===== src/rtl/cpu_seq_pkg.sv =====
// cpu_seq_pkg: shared widths, opcode/state encodings and instruction field positions
package cpu_seq_pkg;
  localparam int DW = 8;
  localparam int PCW = 8;
  localparam int OP_LSB = 12;
  localparam int RD_LSB = 10;
  localparam int RA_LSB = 8;
  localparam int RB_LSB = 6;
  typedef enum logic [3:0] {
    OP_NOP = 4'd0, OP_LDI, OP_ADD, OP_SUB, OP_AND, OP_OR, OP_MOV, OP_JZ, OP_HALT
  } op_e;
  typedef enum logic [2:0] {S_IDLE, S_FETCH, S_EXEC, S_WB, S_HALT} state_e;
  function automatic logic f_writes(input logic [3:0] op);
    return op >= OP_LDI && op <= OP_MOV;
  endfunction
endpackage


===== src/rtl/cpu_alu.sv =====
// cpu_alu: combinational ALU for LDI/ADD/SUB/AND/OR/MOV, results modulo 2^DW
// Ports: i_op opcode, i_a/i_b register operands, i_imm immediate, o_res result
module cpu_alu #(
  parameter int DW = 8
) (
  input  logic [3:0]    i_op,
  input  logic [DW-1:0] i_a,
  input  logic [DW-1:0] i_b,
  input  logic [7:0]    i_imm,
  output logic [DW-1:0] o_res
);
  import cpu_seq_pkg::*;
  always_comb
    o_res = i_op == OP_LDI ? DW'(i_imm) :
            i_op == OP_ADD ? i_a + i_b :
            i_op == OP_SUB ? i_a - i_b :
            i_op == OP_AND ? i_a & i_b :
            i_op == OP_OR  ? i_a | i_b :
            i_op == OP_MOV ? i_a : '0;
endmodule


===== src/rtl/cpu_seq.sv =====
// cpu_seq: multi-cycle sequencer fetching 16-bit instructions and driving an external register file
// Ports: clk/rst (async, active-high); start pulse; imem_req/addr/valid/data fetch handshake;
//        rf_arad/rf_brad/rf_a/rf_b read port; rf_we/rf_wad/rf_wd write port; pc, busy, halted, illegal status
module cpu_seq #(
  parameter int DW  = cpu_seq_pkg::DW,
  parameter int PCW = cpu_seq_pkg::PCW
) (
  input  logic           clk,
  input  logic           rst,
  input  logic           start,
  output logic           imem_req,
  output logic [PCW-1:0] imem_addr,
  input  logic           imem_valid,
  input  logic [15:0]    imem_data,
  output logic [1:0]     rf_arad,
  output logic [1:0]     rf_brad,
  input  logic [DW-1:0]  rf_a,
  input  logic [DW-1:0]  rf_b,
  output logic           rf_we,
  output logic [1:0]     rf_wad,
  output logic [DW-1:0]  rf_wd,
  output logic [PCW-1:0] pc,
  output logic           busy,
  output logic           halted,
  output logic           illegal
);
  import cpu_seq_pkg::*;
  state_e         r_state, w_next;
  logic [15:0]    r_ir;
  logic [PCW-1:0] r_pc;
  logic [DW-1:0]  r_res, w_res;
  logic           r_illegal;
  logic [3:0]     w_op;
  logic [1:0]     w_rd, w_ra, w_rb;
  logic [7:0]     w_imm;
  logic           w_idle, w_wr, w_def, w_jmp;
  assign w_op   = r_ir[OP_LSB +: 4];
  assign w_rd   = r_ir[RD_LSB +: 2];
  assign w_ra   = r_ir[RA_LSB +: 2];
  assign w_rb   = r_ir[RB_LSB +: 2];
  assign w_imm  = r_ir[7:0];
  assign w_idle = r_state == S_IDLE || r_state == S_HALT;
  assign w_wr   = f_writes(w_op);
  assign w_def  = w_op <= OP_HALT;
  // rf_a is the ra operand only while in EXEC, which is the only place w_jmp is used
  assign w_jmp  = w_op == OP_JZ && rf_a == '0;
  cpu_alu #(.DW(DW)) u_alu (
    .i_op (w_op),
    .i_a  (rf_a),
    .i_b  (rf_b),
    .i_imm(w_imm),
    .o_res(w_res)
  );
  always_ff @(posedge clk or posedge rst)
    if (rst) r_state <= S_IDLE;
    else r_state <= w_next;
  always_comb begin
    w_next = r_state;
    case (r_state)
      S_IDLE, S_HALT: if (start) w_next = S_FETCH;
      S_FETCH:        if (imem_valid) w_next = S_EXEC;
      S_EXEC:
        if (w_wr) w_next = S_WB;
        else if (w_op == OP_NOP || w_op == OP_JZ) w_next = S_FETCH;
        else w_next = S_HALT;
      S_WB:           w_next = S_FETCH;
      default:        w_next = S_IDLE;
    endcase
  end
  // write-port fields are forced to zero outside WB so reset and idle values are clean
  always_comb begin
    imem_req = r_state == S_FETCH;
    busy     = r_state == S_FETCH || r_state == S_EXEC || r_state == S_WB;
    halted   = r_state == S_HALT;
    rf_arad  = r_state == S_EXEC ? w_ra : '0;
    rf_brad  = r_state == S_EXEC ? w_rb : '0;
    rf_we    = r_state == S_WB;
    rf_wad   = rf_we ? w_rd : '0;
    rf_wd    = rf_we ? r_res : '0;
  end
  always_ff @(posedge clk or posedge rst)
    if (rst) begin
      r_ir      <= '0;
      r_res     <= '0;
      r_pc      <= '0;
      r_illegal <= 1'b0;
    end else if (w_idle) begin
      if (start) begin
        r_pc      <= '0;
        r_illegal <= 1'b0;
      end
    end else if (r_state == S_FETCH) begin
      if (imem_valid) r_ir <= imem_data;
    end else if (r_state == S_EXEC) begin
      r_res     <= w_res;
      r_pc      <= w_jmp ? PCW'(w_imm) : (w_def && w_op != OP_HALT) ? r_pc + PCW'(1) : r_pc;
      r_illegal <= r_illegal | ~w_def;
    end
  assign imem_addr = r_pc;
  assign pc        = r_pc;
  assign illegal   = r_illegal;
endmodule


===== config.mk =====
export PLATFORM = sky130hd
export DESIGN_NAME = cpu_seq
export DESIGN_NICKNAME = d
export VERILOG_FILES = /design/src/rtl/cpu_seq_pkg.sv /design/src/rtl/cpu_alu.sv /design/src/rtl/cpu_seq.sv
export SDC_FILE = /design/constraint.sdc
export NUM_CORES = 1
export LEC_CHECK = 0
export ABC_CLOCK_PERIOD_IN_PS = 5000
export BUFFER_PORTS_ARGS = -buffer_cell sky130_fd_sc_hd__buf_4
export CAP_MARGIN = 20
export CORE_MARGIN = 2
export CORE_UTILIZATION = 55
export CTS_BUF_LIST = sky130_fd_sc_hd__clkbuf_8
export CTS_CLUSTER_DIAMETER = 50
export DETAILED_ROUTE_END_ITERATION = 7
export GPL_ROUTABILITY_DRIVEN = 0
export HOLD_SLACK_MARGIN = 0.12
export PLACE_DENSITY_LB_ADDON = 0.1
export SYNTH_ARGS = -nofsm -noshare
export SYNTH_HDL_FRONTEND = slang
export SYNTH_SLANG_ARGS = --single-unit

===== constraint.sdc =====
create_clock -name clk -period 5 [get_ports clk]
set_input_delay 1 -clock clk [delete_from_list [all_inputs] [get_ports clk]]
set_output_delay 1 -clock clk [all_outputs]
set_load 0.02 [all_outputs]

**Word level (Yosys, flattened, before mapping)**

Cells that the tools add are included.

- Output and inout bits: 35
- Flip-flop bits (word level): 36

- Multiplexer cells: 25
- Add/subtract/negate cells: 3
- Bitwise gates (word level): 6
- Order comparisons: 3
- Equality and inequality tests: 16
- Reductions and logical operators: 18

Operators with widths:

| operator | number |
|---|---|
| $mux 8 | 13 |
| $eq 4x3->1 const B | 4 |
| $mux 3 | 4 |
| $pmux 3 s4 | 1 |
| $reduce_and 3->1 | 3 |
| $add 8x1->8 const B | 1 |
| $add 8x8->8 | 1 |
| $and 8x8->8 | 1 |
| $eq 4x2->1 const B | 2 |
| $logic_not 8->1 | 1 |
| $or 8x8->8 | 1 |
| $sub 8x8->8 | 1 |
| $eq 3x2->1 const B | 2 |
| $mux 2 | 3 |
| $eq 4x1->1 const B | 1 |
| $ge 4x1->1 const B | 1 |
| $le 4x3->1 const B | 1 |
| $le 4x4->1 const B | 1 |
| $logic_not 4->1 | 1 |
| $logic_or 1x1->1 | 4 |
| $mux 1 | 4 |
| $ne 2x1->1 const B | 2 |
| $ne 2x2->1 const B | 2 |
| $ne 4x4->1 const B | 1 |
| 11 further kinds | 15 |

**Logic depth before layout (Yosys ltp)**

Gate-level depths: netlist of the first run.

- Word-level depth: 7
- Gate-level depth with buffers: 9

**Hierarchy**

Synthesis of the first run repeated with hierarchy kept, for this count alone.

- Cell total of the unflattened synthesis: 332
- Area, all modules: 3066.7 sq um

By module, submodules not included:

| module | area an instance (sq um) | cells an instance | instances |
|---|---|---|---|
| cpu_seq | 1905.6 | 167 | 1 |
| cpu_alu | 1161.1 | 165 | 1 |

**Least setup slack after synthesis of the first run**

OpenSTA, ideal clock, no wires.

- Path type: input to register
- Start point: in rf_b[3]
- End point: reg r_res[5]
- Slack: 2.286 ns
- Arrival: 2.579 ns
- Data required time: 4.865 ns
- Cell stages on the path: 9
- Path through: inv_1 > ha_1 > clkbuf_1 > nor2_1 > a21bo_2 > a311oi_1 > xor2_1 > a221oi_1 > o22ai_1

- Longest elaborated chain between the ends: 4
- Elaborated cells on any way between the ends: 5

Ends and longest elaborated chain:

| element | line | RTL |
|---|---|---|
| from (decl) | cpu_seq.sv:18 | `input logic [DW-1:0] rf_b,` |
| $sub 8x8->8 | cpu_alu.sv:16 | `i_op == OP_SUB ? i_a - i_b :` |
| $mux 8 | cpu_alu.sv:16 |  |
| $mux 8 * | cpu_alu.sv:15 | `i_op == OP_ADD ? i_a + i_b :` |
| $mux 8 * | cpu_alu.sv:14 | `o_res = i_op == OP_LDI ? DW'(i_imm) :` |
| to (signal assigned) | cpu_seq.sv:95 | `r_res <= w_res;` |
| to (decl) | cpu_seq.sv:31 | `logic [DW-1:0] r_res, w_res;` |

Every way passes the cells marked *; elsewhere a longest branch is shown, timed or not.
A chain may end at the register's enable or synchronous reset.

**Worst setup path after layout of the first run**

- Start point: reg r_state[1]
- End point: out rf_brad[1]

- Longest elaborated chain between the ends: 2

Ends and longest elaborated chain:

| element | line | RTL |
|---|---|---|
| from (decl) | cpu_seq.sv:28 | `state_e r_state, w_next;` |
| from (signal assigned) | cpu_seq.sv:56 | `else r_state <= w_next;` |
| $eq 3x2->1 | cpu_seq.sv:76 | `rf_brad = r_state == S_EXEC ? w_rb : '0;` |
| $mux 2 | cpu_seq.sv:76 |  |
| to (decl) | cpu_seq.sv:16 | `output logic [1:0] rf_brad,` |

No other way between the ends.

==> metrics.md, run 1 <==
| Metric | Value |
|---|---|
| RSZ-0062 raised after global routing | no |
| Fin Clk Skew | 0.00324 ns |
| Dpl cell area | 3450 sq um |
| Clock root buffer | clkbuf_8 |
| Yosys warns | 0 |
| Worst min path class | register to register |
| Longest Clk Path Bufs | 2 |
| Fin util | 0.685 |
| Total chip power | 1.56 mW |
| Crit path max-delay family | simple AND/OR/NAND/NOR gates |
| Worst-Skew Late Latency | 0.29 ns |
| Distinct cells, synth | 57 |
| Slowest CP cell | nor3b_4 |
| Vias in the first global route | 2,521 |
| Crit path max fanout | 23 |
| DR WL/cell | 15.7 microns |
| CP Cell Sequence | nor3b_4 -> and2_1 -> buf_4 |
| Gr usage total | 0.249 |
| HPWL after DPL | 5420 microns |
| Clock sink count | 36 |
| Setup Crit Path Kind | register to primary output |
| Startpoint Class | register |
| Largest stage delay on the critical path | 0.74 ns |
| Top cell type's share of synthesized area | 0.303 |
| Run status | completed |
| Top post-synthesis cells by count | dfrtp_1 (36), a21oi_1 (26), ha_1 (25), inv_1 (24), nor2_1 (23) |
| # diodes | 0 |
| Power density over the cells | 441 nW/um^2 |
| Most frequent cell after synthesis | dfrtp_1 |
| Number of hold violations in the final report | 0 |
| Cell taking the most area after synthesis | dfrtp_1 |
| IO Pins | 71 |
| Vias per Instance | 5.75 |
| Routed wire length | 7160 microns |
| CTS clk-pin slew, worst paths | 0.07 ns |
| Final Cycle Share | 0.593 |
| # hold bufs at CTS | 0 |
| Die area | 6010 sq um |
| Synthesized area per cell | 8.86 sq um |
| Postcts setup bufs | 0 |
| Max-slew violations | 0 |
| H-tree levels | 2 |
| Setup violators final | 0 |
| Data arrival, critical path | 1.96 ns |
| Asr flop ratio synth | 1.00 |
| CTS tree | built |
| Required time of the critical path | 4.00 ns |
| Nature of the critical path endpoint | primary output |
| Pleak | 1.67 nW |
| Routed vias | 2,627 |
| # DRC | 0 |
| Layout cells sized above 1 | 0.243 |
| Die X | 77.6 microns |
| FF+latch count, synth | 36 |
| Max_slew headroom | 0.472 |
| Post-DRT Antenna Nets | 0 |
| Worst Tran Pin Value | 0.791 ns |
| Post-synth EDFFs | 0 |
| Max Clk Rate | 337 MHz |
| Post-Syn Nets | 399 |
| Sequential cell area fraction in the yosys report | 0.303 |
| 1st-iter DRT viols | 172 |
| Nets | 450 |
| Final Cell Area | 3540 sq um |
| Post-CTS Resized | 0 |
| CTS Buf Count | 5 |
| Global-route wire length before repair | 12,000 microns |
| Port bufs | 70 |
| Most used DFF post-synth | dfrtp_1 |
| Initial Util | 0.575 |
| Layout Area Growth over Synthesis | 19.1% |
| Crit path time final | 2.96 ns |
| DP Cell Count | 450 |
| Core area | 5170 sq um |
| Die Y | 77.6 microns |
| Max Cap Viol | 0 |
| WP buf/inv | 1 |
| Synthesized cell area | 2980 sq um |
| Final Non-Filler Cells | 457 |
| Area contributors post-synth | dfrtp_1 (30%), ha_1 (11%), a21oi_1 (4.4%) |
| Largest net degree at the start of global routing | 37 |
| Setup TNS | 0 ns |
| Syn Inst Count | 336 |
| FP Rows | 26 |
| Max IR drop VDD | 0.352 mV |
| Initial DRT Pass Iterations | 4 |
| Gr ovfl total | 0 |
| Initial antenna violation count | 0 |
placed cells by master, fill, tap and decap left out, types with 3 or more instances in the layout:
cell type   n
buf_4      71
dfrtp_1    36
a21oi_1    26
ha_1       25
inv_1      24
nor2_1     23
o21ai_0    21
and2_1     15
nand2_1    14
o22ai_1    13
nand2b_1   11
mux2i_1    11
mux2_1      9
nor3b_1     8
mux2_2      8
clkbuf_8    7
and3_1      5
nor2b_1     4
or3_1       3
a22oi_1     3
xnor2_1     3
xor2_1      3
o21a_1      3
nor4_1      3
final cells by class:
class                           instances  area (sq um)
Multi-Input combinational cell        249          1840
Fill cell                             445          1630
Sequential cell                        36           901
Timing Repair Buffer                   71           533
Clock buffer                            7          96.3
Inverter                               24          90.1
Tap cell                               70          87.6
routing by layer:
layer / GRT usage / up-vias / routed length, microns
met1: 0.336 / 1253 / 3150
met5: 0 / - / 0
li1: - / 1273 / -
met4: 0.0696 / 0 / 63
met2: 0.410 / 94 / 3480
met3: 0.0442 / 7 / 474
worst paths after layout:
path / from / endpoint / slack, ns / cells after the start
min reg2reg: r_ir[8] / r_ir[8] / 0.48 / 1
max in group asynchronous: rst / r_ir[9] / 3.86 / 3
min: r_ir[8] / r_ir[8] / 0.48 / 1
min in group asynchronous: rst / imem_addr[6] / 0.82 / 3
max reg2reg: r_state[1] / r_ir[15] / 2.24 / 5
max: r_state[1] / rf_brad[1] / 2.04 / 3
registers in the layout, indices dropped and copies added (netlist names):
name	cells
r_res	8
r_state	3
illegal	1
imem_addr	8
r_ir	16
kinds of logic after synthesis:
logic type      after synthesis  synth area share
flops                        36             0.303
compound gates               88             0.186
simple gates                100             0.193
mux                          28             0.101
xor+xnor                      6            0.0177
buf+inv                      51            0.0803
fa+ha+maj                    27             0.119
power breakdown:
group / internal, mW / switching (mW) / total (mW)
combinational: 0.364 / 0.390 / 0.754
clock: 0.123 / 0.105 / 0.227
sequential: 0.408 / 0.172 / 0.580
per-stage QoR:
stage	hold WS [ns]	setup WS [ns]
global placement	0.460	2.06
global route	0.511	1.86
floorplan	0.449	2.29
detailed placement	0.473	2.03
CTS	0.489	2.03
finish	0.482	2.04
Note: power is estimated with default switching activity, not from simulation.
==> inputs of run 2 (changes only) <==
--- a/config.mk
+++ b/config.mk
@@ -5,11 +5,11 @@
 export SDC_FILE = /design/constraint.sdc
 export NUM_CORES = 1
 export LEC_CHECK = 0
-export ABC_CLOCK_PERIOD_IN_PS = 5000
+export ABC_CLOCK_PERIOD_IN_PS = 2590
 export BUFFER_PORTS_ARGS = -buffer_cell sky130_fd_sc_hd__buf_4
 export CAP_MARGIN = 20
 export CORE_MARGIN = 2
-export CORE_UTILIZATION = 55
+export CORE_UTILIZATION = 51
 export CTS_BUF_LIST = sky130_fd_sc_hd__clkbuf_8
 export CTS_CLUSTER_DIAMETER = 50
 export DETAILED_ROUTE_END_ITERATION = 7
==> constraint.sdc (replaced) <==
create_clock -name clk -period 2.59 [get_ports clk]
set_input_delay 0.518 -clock clk [delete_from_list [all_inputs] [get_ports clk]]
set_output_delay 0.518 -clock clk [all_outputs]
set_load 0.02 [all_outputs]
==> run 2 against run 1 <==
Net effect: clock-buffer cell count shrank 1; sequential power increased by 83%; final area is 2.1% higher; global-route usage fell by 0.92 points; combinational power grew 110%; wire length up 1.0%; largest power group unchanged.
==> metrics.md, run 2 (synthesis gave the netlist of run 1 again) <==
| Metric | Value |
|---|---|
| Run status | completed |
| Global-route wire length before repair | 11,800 microns (-1.7%) |
| Layout Area Growth over Synthesis | 21.6% |
| 1st-iter DRT viols | 126 (-27%) |
| Nature of the critical path endpoint | register |
| Gr usage total | 0.239 (-0.00923) |
| Routed vias | 2,610 (-0.65%) |
| Worst min path class | primary input to async pin |
| Initial DRT Pass Iterations | 4 (unchanged) |
| DR WL/cell | 15.4 microns (-1.8%) |
| Register Area | 901 sq um (unchanged) |
| Required time of the critical path | 2.83 ns (-1.17 ns) |
| Crit path max-delay family | compound AO/OA/AOI/OAI gates |
| Max Cap Viol | 0 (unchanged) |
| # hold bufs at CTS | 0 (unchanged) |
| Crit path max fanout | 5 (-78%) |
| DP Cell Count | 462 (+2.7%) |
| Worst Tran Pin Value | 0.581 ns (-0.210 ns) |
| Gr ovfl total | 0 (unchanged) |
| Max FFs per register | 16 (unchanged) |
| Nets | 460 (+2.2%) |
| HPWL after DPL | 5660 microns (+4.5%) |
| # diodes | 0 (unchanged) |
| Most frequent cells in the layout | buf_4 (81), dfrtp_1 (36), a21oi_1 (26) |
| Layout cells sized above 1 | 0.264 (+0.0209) |
| Top reg by flops | r_ir |
| Data arrival, critical path | 2.49 ns (+0.53 ns) |
| Longest Clk Path Bufs | 2 (unchanged) |
| Total chip power | 3.08 mW (+97%) |
| Fin util | 0.649 (-0.0361) |
| Max IR drop VDD | 0.651 mV (+85%) |
| Final Non-Filler Cells | 470 (+2.8%) |
| Fin Clk Skew | 0.00639 ns (+0.00315 ns) |
| Power density over the cells | 850 nW/um^2 (+93%) |
| Initial Util | 0.534 (-0.0414) |
| Most common cell after layout, fill and taps aside | buf_4 |
| Post-DRT Antenna Nets | 0 (unchanged) |
| Postcts setup bufs | 0 (unchanged) |
| Largest stage delay on the critical path | 0.38 ns (-0.36 ns) |
| Setup Crit Path Kind | primary input to register |
| CTS Buf Count | 5 (unchanged) |
| Crit path time final | 2.26 ns |
| Max_slew headroom | 0.610 (+0.138) |
| Critical Path Start | rf_a[1] |
| Fillers | 524 (+18%) |
| Pleak | 1.72 nW (+3.1%) |
| Core area | 5570 sq um (+7.8%) |
| RSZ-0062 raised after global routing | no |
| Routed wire length | 7230 microns (+1.0%) |
| Setup TNS | 0 ns (unchanged) |
| Initial antenna violation count | 0 (unchanged) |
| Post-CTS Resized | 0 (unchanged) |
| Setup violators final | 0 (unchanged) |
| Final Cycle Share | 0.871 |
| Max-slew violations | 0 (unchanged) |
| Max Clk Rate | 443 MHz |
| RR Startpoint | r_ir[13] |
| Clock root buffer | clkbuf_8 |
| Slowest CP cell | mux2_2 |
| WP buf/inv | 2 (+1) |
| Die area | 6460 sq um (+7.4%) |
| Vias per Instance | 5.55 (-3.4%) |
| IO Pins | 71 (unchanged) |
| # DRC | 0 (unchanged) |
| Clock sink count | 36 (unchanged) |
| FP Rows | 27 (+3.8%) |
| Die X | 80.4 microns (+3.6%) |
| Die Y | 80.4 microns (+3.6%) |
| Multi-input logic area | 1840 sq um (unchanged) |
| CP Cell Sequence | buf_4 -> inv_1 -> ha_1 -> a211oi_1 -> nor2_1 -> o41ai_1 -> mux2_2 -> o22ai_1 -> a21o_1 |
| H-tree levels | 2 (unchanged) |
| Largest net degree at the start of global routing | 24 (-35%) |
| Vias in the first global route | 2,517 (-0.16%) |
| Port bufs | 70 (unchanged) |
| Number of hold violations in the final report | 0 (unchanged) |
| CTS tree | built |
| Worst-Skew Late Latency | 0.29 ns (about the same) |
| CTS clk-pin slew, worst paths | 0.07 ns (about the same) |
| Startpoint Class | primary input |
## run 2: cell count changes in the layout (fill, tap and decap cells not counted)
| cell | change |
|---|---|
| clkinv_2 | +2 |
| clkbuf_8 | -1 |
| buf_4 | +10 |
## run 2: metal layers
layer,global-route usage,part of all wire
met1,0.324,0.47
met2,0.378,0.45
met3,0.0461,0.064
met4,0.0898,0.019
met5,0,0
## run 2: power by group
group / total [mW] / internal, mW / switching, mW
logic: 1.60 / 0.775 / 0.825
clock network: 0.420 / 0.212 / 0.208
registers: 1.06 / 0.790 / 0.266
total: 3.08 / 1.78 / 1.30
## run 2: worst register-to-register path: cells and delay by family, from the launching register on
| family | cells | cell delay [ns] |
|---|---|---|
| flip-flops | 1 | 0.49 |
| multiplexers | 1 | 0.32 |
| buffers and inverters | 2 | 0.43 |
| AO/OA/AOI/OAI | 1 | 0.07 |
| AND/OR/NAND/NOR | 2 | 0.57 |
## run 2: final timing paths
kind	endpoint	slack (ns)	cells after the start
setup reg to reg	r_ir[5]	0.59	6
max in group asynchronous	r_ir[1]	1.64	3
hold / removal	r_ir[10]	0.26	2
setup / recovery	r_res[7]	0.33	9
hold reg to reg	r_ir[8]	0.49	1
min in group clk	r_ir[6]	0.44	2
## run 2: layout make-up
type                       instances  share of cell area
clock inverter                     2             0.00277
multi-input combinational        249               0.507
sequential                        36               0.249
timing repair buffer              81               0.168
tap                               72              0.0249
inverter                          24              0.0249
clock buffer                       6              0.0228
## run 2: stage by stage
stage	cell area [sq um]	hold WS (ns)	worst slack (ns)
2_1_floorplan	2980	0.449	0.358
3_3_place_gp	3520	0.461	0.146
3_5_place_dp	3520	0.481	0.0779
4_1_cts	3620	0.282	0.376
5_1_grt	3620	0.323	0.176
6_report	3620	0.257	0.334
